<file path="config.mk">
export PLATFORM = sky130hd
export DESIGN_NAME = int_issue_ctrl
export DESIGN_NICKNAME = d
export VERILOG_FILES = /design/src/rtl/int_issue_ctrl.sv
export SDC_FILE = /design/constraint.sdc
export NUM_CORES = 1
export LEC_CHECK = 0
export ABC_CLOCK_PERIOD_IN_PS = 7150
export BUFFER_PORTS_ARGS = -buffer_cell sky130_fd_sc_hd__clkbuf_2
export CORE_ASPECT_RATIO = 0.5
export CORE_UTILIZATION = 30
export CTS_BUF_LIST = sky130_fd_sc_hd__clkbuf_2 sky130_fd_sc_hd__clkbuf_4 sky130_fd_sc_hd__clkbuf_8
export DETAILED_ROUTE_END_ITERATION = 12
export GPL_TIMING_DRIVEN = 0
export PLACE_DENSITY = 0.58
export SETUP_SLACK_MARGIN = 0.05
export SYNTH_ARGS = -nofsm -noshare
export SYNTH_HDL_FRONTEND = slang
export SYNTH_SLANG_ARGS = --single-unit
</file>
<file path="constraint.sdc">
create_clock -name clk_in -period 7.15 [get_ports clk_in]
set_input_delay 0.715 -clock clk_in [delete_from_list [all_inputs] [get_ports clk_in]]
set_output_delay 0.715 -clock clk_in [all_outputs]
set_load 0.02 [all_outputs]
</file>
<file path="src/rtl/int_issue_ctrl.sv">
// Integer issue controller: pops one queue entry at a time, checks it against a
// 32-entry busy scoreboard and offers it to the ALU over a valid/ready handshake.
module int_issue_ctrl #(
    parameter int OP_W    = 4,
    parameter int REG_W   = 5,
    parameter int ENTRY_W = OP_W + 3 * REG_W
) (
    input  logic               clk_in,
    input  logic               reset_in,
    input  logic               q_empty,
    input  logic [ENTRY_W-1:0] q_rd_data,
    output logic               q_rd_enable,
    input  logic               wb_valid,
    input  logic [REG_W-1:0]   wb_rd,
    input  logic               alu_ready,
    output logic               issue_valid,
    output logic [OP_W-1:0]    issue_op,
    output logic [REG_W-1:0]   issue_rd,
    output logic [REG_W-1:0]   issue_rs1,
    output logic [REG_W-1:0]   issue_rs2,
    output logic               stall,
    output logic [31:0]        busy_vec
);

    typedef enum logic [1:0] {
        IDLE,
        POP,
        WAIT,
        HOLD
    } state_t;

    state_t             state;
    state_t             state_next;
    logic [ENTRY_W-1:0] hold;
    logic [31:0]        busy_next;
    logic               hazard;
    logic               fire;

    // A register is ready if it is x0, not pending, or being written back right now.
    function automatic logic is_blocked(input logic [REG_W-1:0] r,
                                        input logic [31:0]      busy,
                                        input logic             wbv,
                                        input logic [REG_W-1:0] wbr);
        return (r != '0) && busy[r] && !(wbv && (wbr == r));
    endfunction

    assign issue_op  = hold[ENTRY_W-1 -: OP_W];
    assign issue_rd  = hold[3*REG_W-1 -: REG_W];
    assign issue_rs1 = hold[2*REG_W-1 -: REG_W];
    assign issue_rs2 = hold[REG_W-1:0];

    assign hazard = is_blocked(issue_rd,  busy_vec, wb_valid, wb_rd)
                 || is_blocked(issue_rs1, busy_vec, wb_valid, wb_rd)
                 || is_blocked(issue_rs2, busy_vec, wb_valid, wb_rd);

    always_comb begin
        state_next  = state;
        q_rd_enable = 1'b0;
        issue_valid = 1'b0;
        stall       = 1'b0;
        fire        = 1'b0;
        case (state)
            IDLE: begin
                if (!q_empty) state_next = POP;
            end
            POP: begin
                q_rd_enable = 1'b1;
                state_next  = WAIT;
            end
            WAIT: begin
                state_next = (q_rd_data == '0) ? IDLE : HOLD;
            end
            HOLD: begin
                issue_valid = !hazard;
                stall       = hazard;
                fire        = !hazard && alu_ready;
                if (fire) state_next = q_empty ? IDLE : POP;
            end
            default: state_next = IDLE;
        endcase
        // Keep the handshakes quiet while reset is pending so nothing is lost mid-reset.
        if (reset_in) begin
            q_rd_enable = 1'b0;
            issue_valid = 1'b0;
            stall       = 1'b0;
            fire        = 1'b0;
        end
    end

    // Writeback clears first, then an issuing rd sets, so the set wins on a tie.
    always_comb begin
        busy_next = busy_vec;
        if (wb_valid && (wb_rd != '0)) busy_next[wb_rd] = 1'b0;
        if (fire && (issue_rd != '0)) busy_next[issue_rd] = 1'b1;
        busy_next[0] = 1'b0;
    end

    always_ff @(posedge clk_in) begin
        if (reset_in) begin
            state    <= IDLE;
            hold     <= '0;
            busy_vec <= '0;
        end else begin
            state    <= state_next;
            busy_vec <= busy_next;
            if (state == WAIT) hold <= q_rd_data;
        end
    end

endmodule

</file>
==> impl_metrics.tcl, run 1 <==
set metrics [dict create \
    run_status "finished, final reports clean" \
    post_route_cells_drive_above_1_share 0.333 \
    synthFlopType "dfxtp_1" \
    storage_element_area_um2 1040 \
    cts-htree-levels 2 \
    cpMaxStageDelayCell "buf_1" \
    clkSlewWorstSetupHoldPaths_ns 0.09 \
    synth_top_family_by_area "compound AO/OA/AOI/OAI gates" \
    multiInputGateArea_um2 2380 \
    cts_root_buffer "clkbuf_8" \
    most_common_library_cell_in_the_layout_ignoring_fill_and_taps "clkbuf_2" \
    tritoncts_num_sinks 52 \
    fmax_mhz 251 \
    critPathRequiredTime_ns 6.43 \
    syn_avg_cell_area_um2 9.34 \
    hold_path_class "reg2reg" \
    synth_compound_gate_area_share 0.233 \
    worst_clock_skew_ns 0.00975 \
    wire_per_inst_um 19.3 \
    dieWidth_um 158 \
    async_set_or_reset_register_ratio_after_synthesis 0 \
    finalHoldViolCount 0 \
    relSlewSlack 0.449 \
    final.period_utilization 0.557 \
    worst_pin_slew_ns 0.826 \
    cells_resized_by_post_cts_repair 0 \
    mappedNetlistArea_um2 3630 \
    gp_routability_congestion 0.955 \
    maximum_number_of_pins_on_one_net_before_global_route_repair 16 \
    syn_nets 418 \
    detailed_placement_wirelength_estimate_um 9350 \
    cts-buffers-inserted 5 \
    cp_num_buf_inv 4 \
    max_stage_delay_ns 0.54 \
    place_worst_setup_slack_ns 3.63 \
    cts-hold-fix-buffers 0 \
    worst_path_dominant_cell_family "buffers and inverters" \
    post_cts.repair.setup_buffers 0 \
    initial_core_util 0.319 \
    finalSetupViolations 0 \
    clockBufferDepth 2 \
    grt_antenna_before_repair 0 \
    routed_wirelength_um 12300 \
    path_class "reg2out" \
    detail_route.iter0.violations 364 \
    insertion_delay_ns 0.33 \
    yosysSeqAreaShare 0.287 \
    first_global_vias 3245 \
    detail_route.vias_per_cell 5.50 \
    flow.area_growth_from_synthesis_pct 20.0 \
    ant_nets 0 \
    layout.filler_cells 1149 \
    timing.critical_path.to_type "output port" \
    power.static_leakage_nw 1.66 \
    post-route-min-period_ns 3.98 \
    dr.pass1.iters 5 \
    crit_path_setup_slack_layout_ns 3.17 \
    ys.warnings.count 0 \
    synth-xor-area-share 0.0337 \
    synth.ff_latch_count 52 \
    netlist_instances 389 \
    rsz0062_at_grt "no" \
    synth.distinct_cells 46 \
    grtUsageTotal 0.203 \
    setup_tns_ns 0 \
    design_power_w 0.000746 \
    power.ir.vdd_worst_v 0.0000578 \
    synth_adder_area_share 0 \
    power-per-cell-area_nw_per_um2 171 \
    drcViolationCount 0 \
    placeableCoreArea_um2 11400 \
    maxSlewViolCount 0 \
    crit_chain "clkbuf_1 -> buf_1 -> mux4_2 -> a221oi_1 -> nor2_1 -> o21ai_2 -> o211ai_4 -> buf_6 -> nor2b_1 -> clkbuf_2" \
    number_of_antenna_cells_inserted 0 \
    worst_path_arrival_time_ns 3.27 \
    grt_pass1_wl_um 18900 \
    fp-row-count 27 \
    dr_total_vias 3496 \
    fin_hold_ws_ns 0.464 \
    synthSimpleGateAreaFrac 0.232 \
    tritoncts "done" \
    overflow 0 \
    synth_edf_count 0 \
    io_pins 83 \
    port-buffer-count 80 \
    share_of_synthesized_area_spent_on_multiplexers 0.156 \
    layout.cells.most_common_list "clkbuf_2, nand2_1, dfxtp_1, o41ai_2, clkbuf_1" \
    fp.dieArea_um2 12600 \
    chipHeight_um 79.8 \
    finalNetCount 505 \
    start_kind "flop" \
    worst_path_max_fanout 10 \
    max-cap-violations 0 \
]
## registers in the layout, indices dropped and copies added (netlist names)
name	count
busy_vec	31
hold	19
state	2
## layout make-up
cell class,count,area share
Timing Repair Buffer,80,0.0918
Clock buffer,7,0.0221
Clock inverter,1,0.00689
Tap cell,159,0.0456
Sequential cell,52,0.239
Multi-Input combinational cell,292,0.546
Inverter,4,0.00344
Buffer,41,0.0448
## metal layers
| metal | routed length [um] | track usage | share of wire |
|---|---|---|---|
| met1 | 5820 | 0.291 | 0.47 |
| met2 | 5190 | 0.286 | 0.42 |
| met3 | 1090 | 0.0662 | 0.089 |
| met4 | 174 | 0.0553 | 0.014 |
| met5 | 0 | 0 | 0 |
## through the flow
step	cells	area, um2	utilization
6_report	636	4360	0.383
3_5_place_dp	628	4230	0.372
3_3_place_gp	628	4230	0.372
5_1_grt	636	4360	0.383
4_1_cts	636	4360	0.383
2_1_floorplan	389	3630	-
## power breakdown
group          leakage [nW]  internal, W  switching (W)  total (W)
clock network        0.0645     0.000124       0.000105   0.000229
registers             0.421     0.000300     0.00000939   0.000310
logic                  1.17    0.0000673       0.000140   0.000207
total                  1.66     0.000491       0.000255   0.000746
## synth_stat cells, drive strengths merged, types with 3 or more instances
cell,count,area (um2)
nand2,66,248
dfxtp,52,1040
o41ai,32,490
clkbuf,26,97.6
mux4,22,495
nand3b,22,165
nor2b,22,138
a21oi,19,95.1
o21ai,19,98.9
buf,15,97.6
nor2,13,48.8
xor2,11,96.3
nor4,9,56.3
nand3,7,35.0
mux2i,5,50.1
nor3b,5,37.5
inv,4,15.0
nor3,4,20.0
a221oi,3,26.3
nand2b,3,18.8
o211ai,3,41.3
xnor2,3,26.3
## final timing paths
check | start | end | slack (ns) | cells after the start
worst min-delay path | hold[16]$_SDFFE_PP0P_ | hold[16]$_SDFFE_PP0P_ | 0.46 | 2
worst max register to register | hold[11]$_SDFFE_PP0P_ | busy_vec[25]$_SDFF_PP0_ | 3.99 | 9
worst min register to register | hold[16]$_SDFFE_PP0P_ | hold[16]$_SDFFE_PP0P_ | 0.46 | 2
worst max-delay path | hold[11]$_SDFFE_PP0P_ | stall | 3.17 | 10
## cells by family after synthesis
kind of cell	Yosys count
and+or+nand+nor	161
AOI/OAI and AO/OA	87
DFF	52
buffers and inverters	45
muxes	29
xor gates and xnor gates	14
other	1
## worst reg2reg max path, cell delays in order, from the launching register on
cell and delay (ns):
dfxtp_1 0.35, clkbuf_1 0.35, buf_1 0.55, mux4_2 0.45, a221oi_1 0.27, nor2_1 0.09, o21ai_2 0.24, o211ai_4 0.18
buf_6 0.21, o41ai_2 0.39
No activity file was read; power rests on OpenSTA's default activity.
==> run 2, diff against run 1 <==
--- a/config.mk
+++ b/config.mk
@@ -5,14 +5,14 @@
 export SDC_FILE = /design/constraint.sdc
 export NUM_CORES = 1
 export LEC_CHECK = 0
-export ABC_CLOCK_PERIOD_IN_PS = 7150
+export ABC_CLOCK_PERIOD_IN_PS = 3490
 export BUFFER_PORTS_ARGS = -buffer_cell sky130_fd_sc_hd__clkbuf_2
 export CORE_ASPECT_RATIO = 0.5
 export CORE_UTILIZATION = 30
 export CTS_BUF_LIST = sky130_fd_sc_hd__clkbuf_2 sky130_fd_sc_hd__clkbuf_4 sky130_fd_sc_hd__clkbuf_8
 export DETAILED_ROUTE_END_ITERATION = 12
 export GPL_TIMING_DRIVEN = 0
-export PLACE_DENSITY = 0.58
+export PLACE_DENSITY = 0.6
 export SETUP_SLACK_MARGIN = 0.05
 export SYNTH_ARGS = -nofsm -noshare
 export SYNTH_HDL_FRONTEND = slang
==> constraint.sdc (replaced) <==
create_clock -name clk_in -period 3.49 [get_ports clk_in]
set_input_delay 0.349 -clock clk_in [delete_from_list [all_inputs] [get_ports clk_in]]
set_output_delay 0.349 -clock clk_in [all_outputs]
set_load 0.02 [all_outputs]
==> run 2 against run 1 <==
Cell area shrank 0.46%; final cell count unchanged; sequential share of layout area grew 0.11 points; sequential power grew 100%; global-route usage shrank 0.45 points; die area is the same; register-to-register slack worse by 3.3 ns; non-clock buffer count stayed put; clock skew shrank 0.0041 ns; critical path depth unchanged; routed wire length shrank 1.6%; utilization is 0.18 points lower; critical path type unchanged; largest cell class unchanged.
==> impl_metrics.tcl, run 2 (same netlist as run 1, synthesis figures left out) <==
set metrics [dict create \
    power.ir.vdd_worst_v 0.000118 \
    timing.rr.start "hold[10]$_SDFFE_PP0P_" \
    worst_hold_path.endpoint "hold[10]$_SDFFE_PP0P_" \
    worst_path_arrival_time_ns 2.93 \
    cts-htree-levels 2 \
    reg.largest.list "busy_vec x31, hold x19, state x2" \
    timing.critical_path.to_type "output port" \
    tritoncts "done" \
    worst_clock_skew_ns 0.00569 \
    port-buffer-count 80 \
    worst_pin_slew_ns 0.765 \
    finalNetCount 505 \
    cts-hold-fix-buffers 0 \
    detailed_placement_wirelength_estimate_um 9320 \
    fp.dieArea_um2 12600 \
    max-cap-violations 0 \
    tritoncts_num_sinks 52 \
    wire_per_inst_um 19.0 \
    regMostFlops "busy_vec" \
    routed_wirelength_um 12100 \
    hold_path_class "in2reg" \
    gp_routability_congestion 0.919 \
    fmax_mhz 305 \
    hold_path_startpoint "q_rd_data[10]" \
    placeableCoreArea_um2 11400 \
    flip_flop_count_of_the_largest_register_all_copies_and_words_added 31 \
    detail_route.iter0.violations 350 \
    layout.cells.most_common_list "clkbuf_2, nand2_1, dfxtp_1, o41ai_2, clkbuf_1" \
    finalInstanceArea_um2 4340 \
    insertion_delay_ns 0.32 \
    rrSetupSlack_ns 0.66 \
    first_global_vias 3284 \
    dr_total_vias 3507 \
    rsz0062_at_grt "no" \
    relSlewSlack 0.490 \
    clkSlewWorstSetupHoldPaths_ns 0.10 \
    worstReg2RegEnd "busy_vec[29]$_SDFF_PP0_" \
    post-route-min-period_ns 3.28 \
    layoutNonFillerInstCount 636 \
    initial_core_util 0.319 \
    most_common_library_cell_in_the_layout_ignoring_fill_and_taps "clkbuf_2" \
    clockBufferDepth 2 \
    power-per-cell-area_nw_per_um2 333 \
    fp-row-count 27 \
    overflow 0 \
    setup_tns_ns 0 \
    io_pins 83 \
    path_class "reg2out" \
    placed_area_um2 4230 \
    dr.pass1.iters 5 \
    run_status "finished, final reports clean" \
    finalHoldViolCount 0 \
    fin_hold_ws_ns 0.252 \
    detail_route.vias_per_cell 5.51 \
    grtUsageTotal 0.199 \
    maximum_number_of_pins_on_one_net_before_global_route_repair 16 \
    dieWidth_um 158 \
    ant_nets 0 \
    grt_pass1_wl_um 18700 \
    worst_path_max_fanout 10 \
    final.period_utilization 0.940 \
    drcViolationCount 0 \
    number_of_antenna_cells_inserted 0 \
    cts-buffers-inserted 5 \
    cts_root_buffer "clkbuf_8" \
    start_kind "flop" \
    worst_hold_path.num_cells 3 \
    chipHeight_um 79.8 \
    flow.area_growth_from_synthesis_pct 19.4 \
    finalSetupViolations 0 \
    grt_antenna_before_repair 0 \
    critPathRequiredTime_ns 3.14 \
    rr_worst_depth 9 \
    post_route_cells_drive_above_1_share 0.340 \
    power.static_leakage_nw 1.65 \
    maxSlewViolCount 0 \
    layout.filler_cells 1164 \
    crit_start "hold[10]$_SDFFE_PP0P_" \
    dp.cells 628 \
]
[run 2: worst max path at each step]
stage             endpoint  slack, ns  cells past startpoint
2_1_floorplan  issue_valid       0.66                      9
3_3_place_gp         stall       0.37                     10
3_5_place_dp         stall       0.34                     10
4_1_cts              stall        0.1                     11
5_1_grt        issue_valid       0.07                     10
6_report             stall       0.21                     10
[run 2: final cells by class]
cell class              count  area (um2)  area share
clock buffers               7        90.1      0.0208
plain buffers              40         196      0.0453
flip-flops and latches     52        1040       0.240
well taps                 159         199      0.0458
multi-input cells         292        2380       0.549
clock inverters             1        7.51     0.00173
inverters                   4        15.0     0.00346
repair buffers             81         408      0.0940
[run 2: report_power, final]
| part | switching (W) | leakage [nW] | total [W] | internal (W) |
|---|---|---|---|---|
| Clock | 0.000216 | 0.0479 | 0.000385 | 0.000170 |
| Sequential | 0.0000194 | 0.421 | 0.000635 | 0.000615 |
| Combinational | 0.000284 | 1.18 | 0.000423 | 0.000139 |
[run 2: routing by layer]
metal	wire (um)	track usage
met2	5010	0.278
met1	5590	0.288
met4	105	0.0427
met3	1380	0.0668
met5	0	0
[run 2: stage by stage]
stage	util	power [W]	worst slack, ns
final	0.381	0.00144	0.208
after detailed placement	0.372	0.00106	0.345
after global placement	0.372	0.00106	0.368
after floorplan	-	0.000939	0.661
after CTS	0.380	0.00145	0.0951
after global routing	0.381	0.00152	0.0687
[run 2: worst max-delay path, stage by stage (launching register included)]
cell,delay (ns)
dfxtp_1,0.35
buf_2,0.22
clkbuf_4,0.26
mux4_2,0.53
a221oi_1,0.28
nor2_1,0.09
o21ai_2,0.24
o211ai_4,0.16
buf_6,0.19
nor2b_1,0.14
clkbuf_2,0.15
[run 2: timing repair]
item,in CTS,in global routing
endpoints found under the setup margin,2,2
buffers inserted,0,1
pin swaps,0,1
resized for setup,1,3
==> run 3, diff against run 2 <==
==> constraint.sdc (replaced) <==
create_clock -name clk_in -period 3.49 [get_ports clk_in]
set_input_delay 0.1745 -clock clk_in [delete_from_list [all_inputs] [get_ports clk_in]]
set_output_delay 0.1745 -clock clk_in [all_outputs]
set_load 0.02 [all_outputs]
==> run 3 against run 2 <==
Critical path depth grew 1; setup slack gained 0.025 ns; highest routed layer unchanged; clock-buffer cell count unchanged; critical endpoint unchanged; final cell count is the same; cell area is 0.17% lower; combinational power hardly changed; clock power about the same; fmax increased by 0.77%; non-clock buffer count unchanged; via count shrank 0.63%; routed wire length grew 0.41%.
==> impl_metrics.tcl, run 3 (same netlist as run 1, synthesis figures left out) <==
set metrics [dict create \
    run_status "finished, final reports clean" \
    fmax_mhz 307 \
    clock_power_share 0.268 \
    flip_flop_count_of_the_largest_register_all_copies_and_words_added 31 \
    grt_pass1_wl_um 18700 \
    cts-htree-levels 2 \
    cts-hold-fix-buffers 0 \
    cells_resized_by_post_cts_repair 0 \
    max_stage_delay_ns 0.58 \
    fp-row-count 27 \
    cts-buffers-inserted 5 \
    max-cap-violations 0 \
    overflow 0 \
    initial_core_util 0.319 \
    io_pins 83 \
    placeableCoreArea_um2 11400 \
    p_int_w 0.000923 \
    rsz0062_at_grt "no" \
    maxSlewViolCount 0 \
    fp.dieArea_um2 12600 \
    final.period_utilization 0.933 \
    clkSlewWorstSetupHoldPaths_ns 0.10 \
    reg.largest.list "busy_vec x31, hold x19, state x2" \
    seq_power_share 0.440 \
    finalNetCount 505 \
    detailed_placement_wirelength_estimate_um 9320 \
    start_kind "flop" \
    finalSetupViolations 0 \
    insertion_delay_ns 0.32 \
    finalHoldViolCount 0 \
    worst_path_max_fanout 10 \
    post-route-util 0.380 \
    port-buffer-count 80 \
    first_global_vias 3279 \
    tritoncts_num_sinks 52 \
    chipHeight_um 79.8 \
    routed_wirelength_um 12100 \
    post-route-min-period_ns 3.26 \
    detail_route.vias_per_cell 5.48 \
    power.static_leakage_nw 1.65 \
    setup_tns_ns 0 \
    cpMaxStageDelayCell "clkbuf_1" \
    wire_per_inst_um 19.1 \
    comb_power_share 0.292 \
    post_route_cells_drive_above_1_share 0.335 \
    power.ir.vdd_worst_v 0.000118 \
    worst_clock_skew_ns 0.00755 \
    cts_root_buffer "clkbuf_8" \
    gp_routability_congestion 0.919 \
    critPathRequiredTime_ns 3.32 \
    ant_nets 0 \
    dr_total_vias 3485 \
    path_common_cell "buf_2" \
    worst_path_arrival_time_ns 3.08 \
    hold_path_class "in2reg" \
    timing.rr.start "hold[11]$_SDFFE_PP0P_" \
    drcViolationCount 0 \
    power-per-cell-area_nw_per_um2 333 \
    path_class "reg2out" \
    clockBufferDepth 2 \
    fin_hold_ws_ns 0.0798 \
    grtUsageTotal 0.199 \
    grt_antenna_before_repair 0 \
    crit_start "hold[10]$_SDFFE_PP0P_" \
    netsw_w 0.000521 \
    most_common_library_cell_in_the_layout_ignoring_fill_and_taps "clkbuf_2" \
    number_of_antenna_cells_inserted 0 \
    detail_route.iter0.violations 393 \
    sw_frac_of_total 0.361 \
    cp_num_buf_inv 5 \
    timing.critical_path.to_type "output port" \
    worst_path_dominant_cell_family "buffers and inverters" \
    layout.cells.most_common_list "clkbuf_2, nand2_1, dfxtp_1, o41ai_2, clkbuf_1" \
    dieWidth_um 158 \
    hold_path_startpoint "q_rd_data[10]" \
    maximum_number_of_pins_on_one_net_before_global_route_repair 16 \
    dr.pass1.iters 5 \
    relSlewSlack 0.465 \
    crit_chain "buf_2 -> buf_2 -> or2_2 -> clkbuf_1 -> nor4_1 -> a31oi_1 -> o21ai_2 -> o211ai_4 -> buf_6 -> nor2b_1 -> clkbuf_2" \
    regMostFlops "busy_vec" \
    tritoncts "done" \
    flow.area_growth_from_synthesis_pct 19.2 \
    post_cts.repair.setup_buffers 0 \
    worst_pin_slew_ns 0.803 \
]
run 3: worst paths after layout:
path | end | cells past startpoint | slack (ns)
hold reg to reg | hold[18]$_SDFFE_PP0P_ | 2 | 0.46
setup reg to reg | busy_vec[29]$_SDFF_PP0_ | 9 | 0.59
hold / removal | hold[10]$_SDFFE_PP0P_ | 3 | 0.08
setup / recovery | stall | 11 | 0.23
run 3: layer usage:
layer	vias to the layer above	GRT usage	part of all wire
li1	1623	-	-
met1	1653	0.291	0.46
met2	196	0.278	0.41
met3	13	0.0641	0.11
met4	0	0.0427	0.014
met5	-	0	0
run 3: tightest hold or removal path: cells and delay by family:
family                 cells  cell delay (ns)
buffers and inverters      1             0.09
AND/OR/NAND/NOR            1             0.05
AO/OA/AOI/OAI              1             0.05
run 3: through the flow:
step | power, W | cell area [um2] | setup WS [ns] | instances
after global placement | 0.00106 | 4230 | 0.501 | 628
after floorplan | 0.000939 | 3630 | 0.835 | 389
after detailed placement | 0.00106 | 4230 | 0.493 | 628
after CTS | 0.00145 | 4330 | 0.146 | 636
after global routing | 0.00152 | 4330 | 0.0728 | 636
final | 0.00144 | 4330 | 0.233 | 636
run 3: cell type report:
type / instances / area [um2]
fillers: 1167 / 7050
multi-input cells: 292 / 2380
flip-flops and latches: 52 / 1040
repair buffers: 80 / 400
well taps: 159 / 199
plain buffers: 41 / 196
clock buffers: 7 / 90.1
inverters: 4 / 15.0
clock inverters: 1 / 7.51
run 3: power groups by stage:
stage / clock network, W / logic (W) / registers (W)
2_1_floorplan: 0 / 0.000272 / 0.000666
3_3_place_gp: 0 / 0.000414 / 0.000648
3_5_place_dp: 0 / 0.000416 / 0.000649
4_1_cts: 0.000396 / 0.000418 / 0.000635
5_1_grt: 0.000422 / 0.000457 / 0.000638
6_report: 0.000387 / 0.000422 / 0.000635
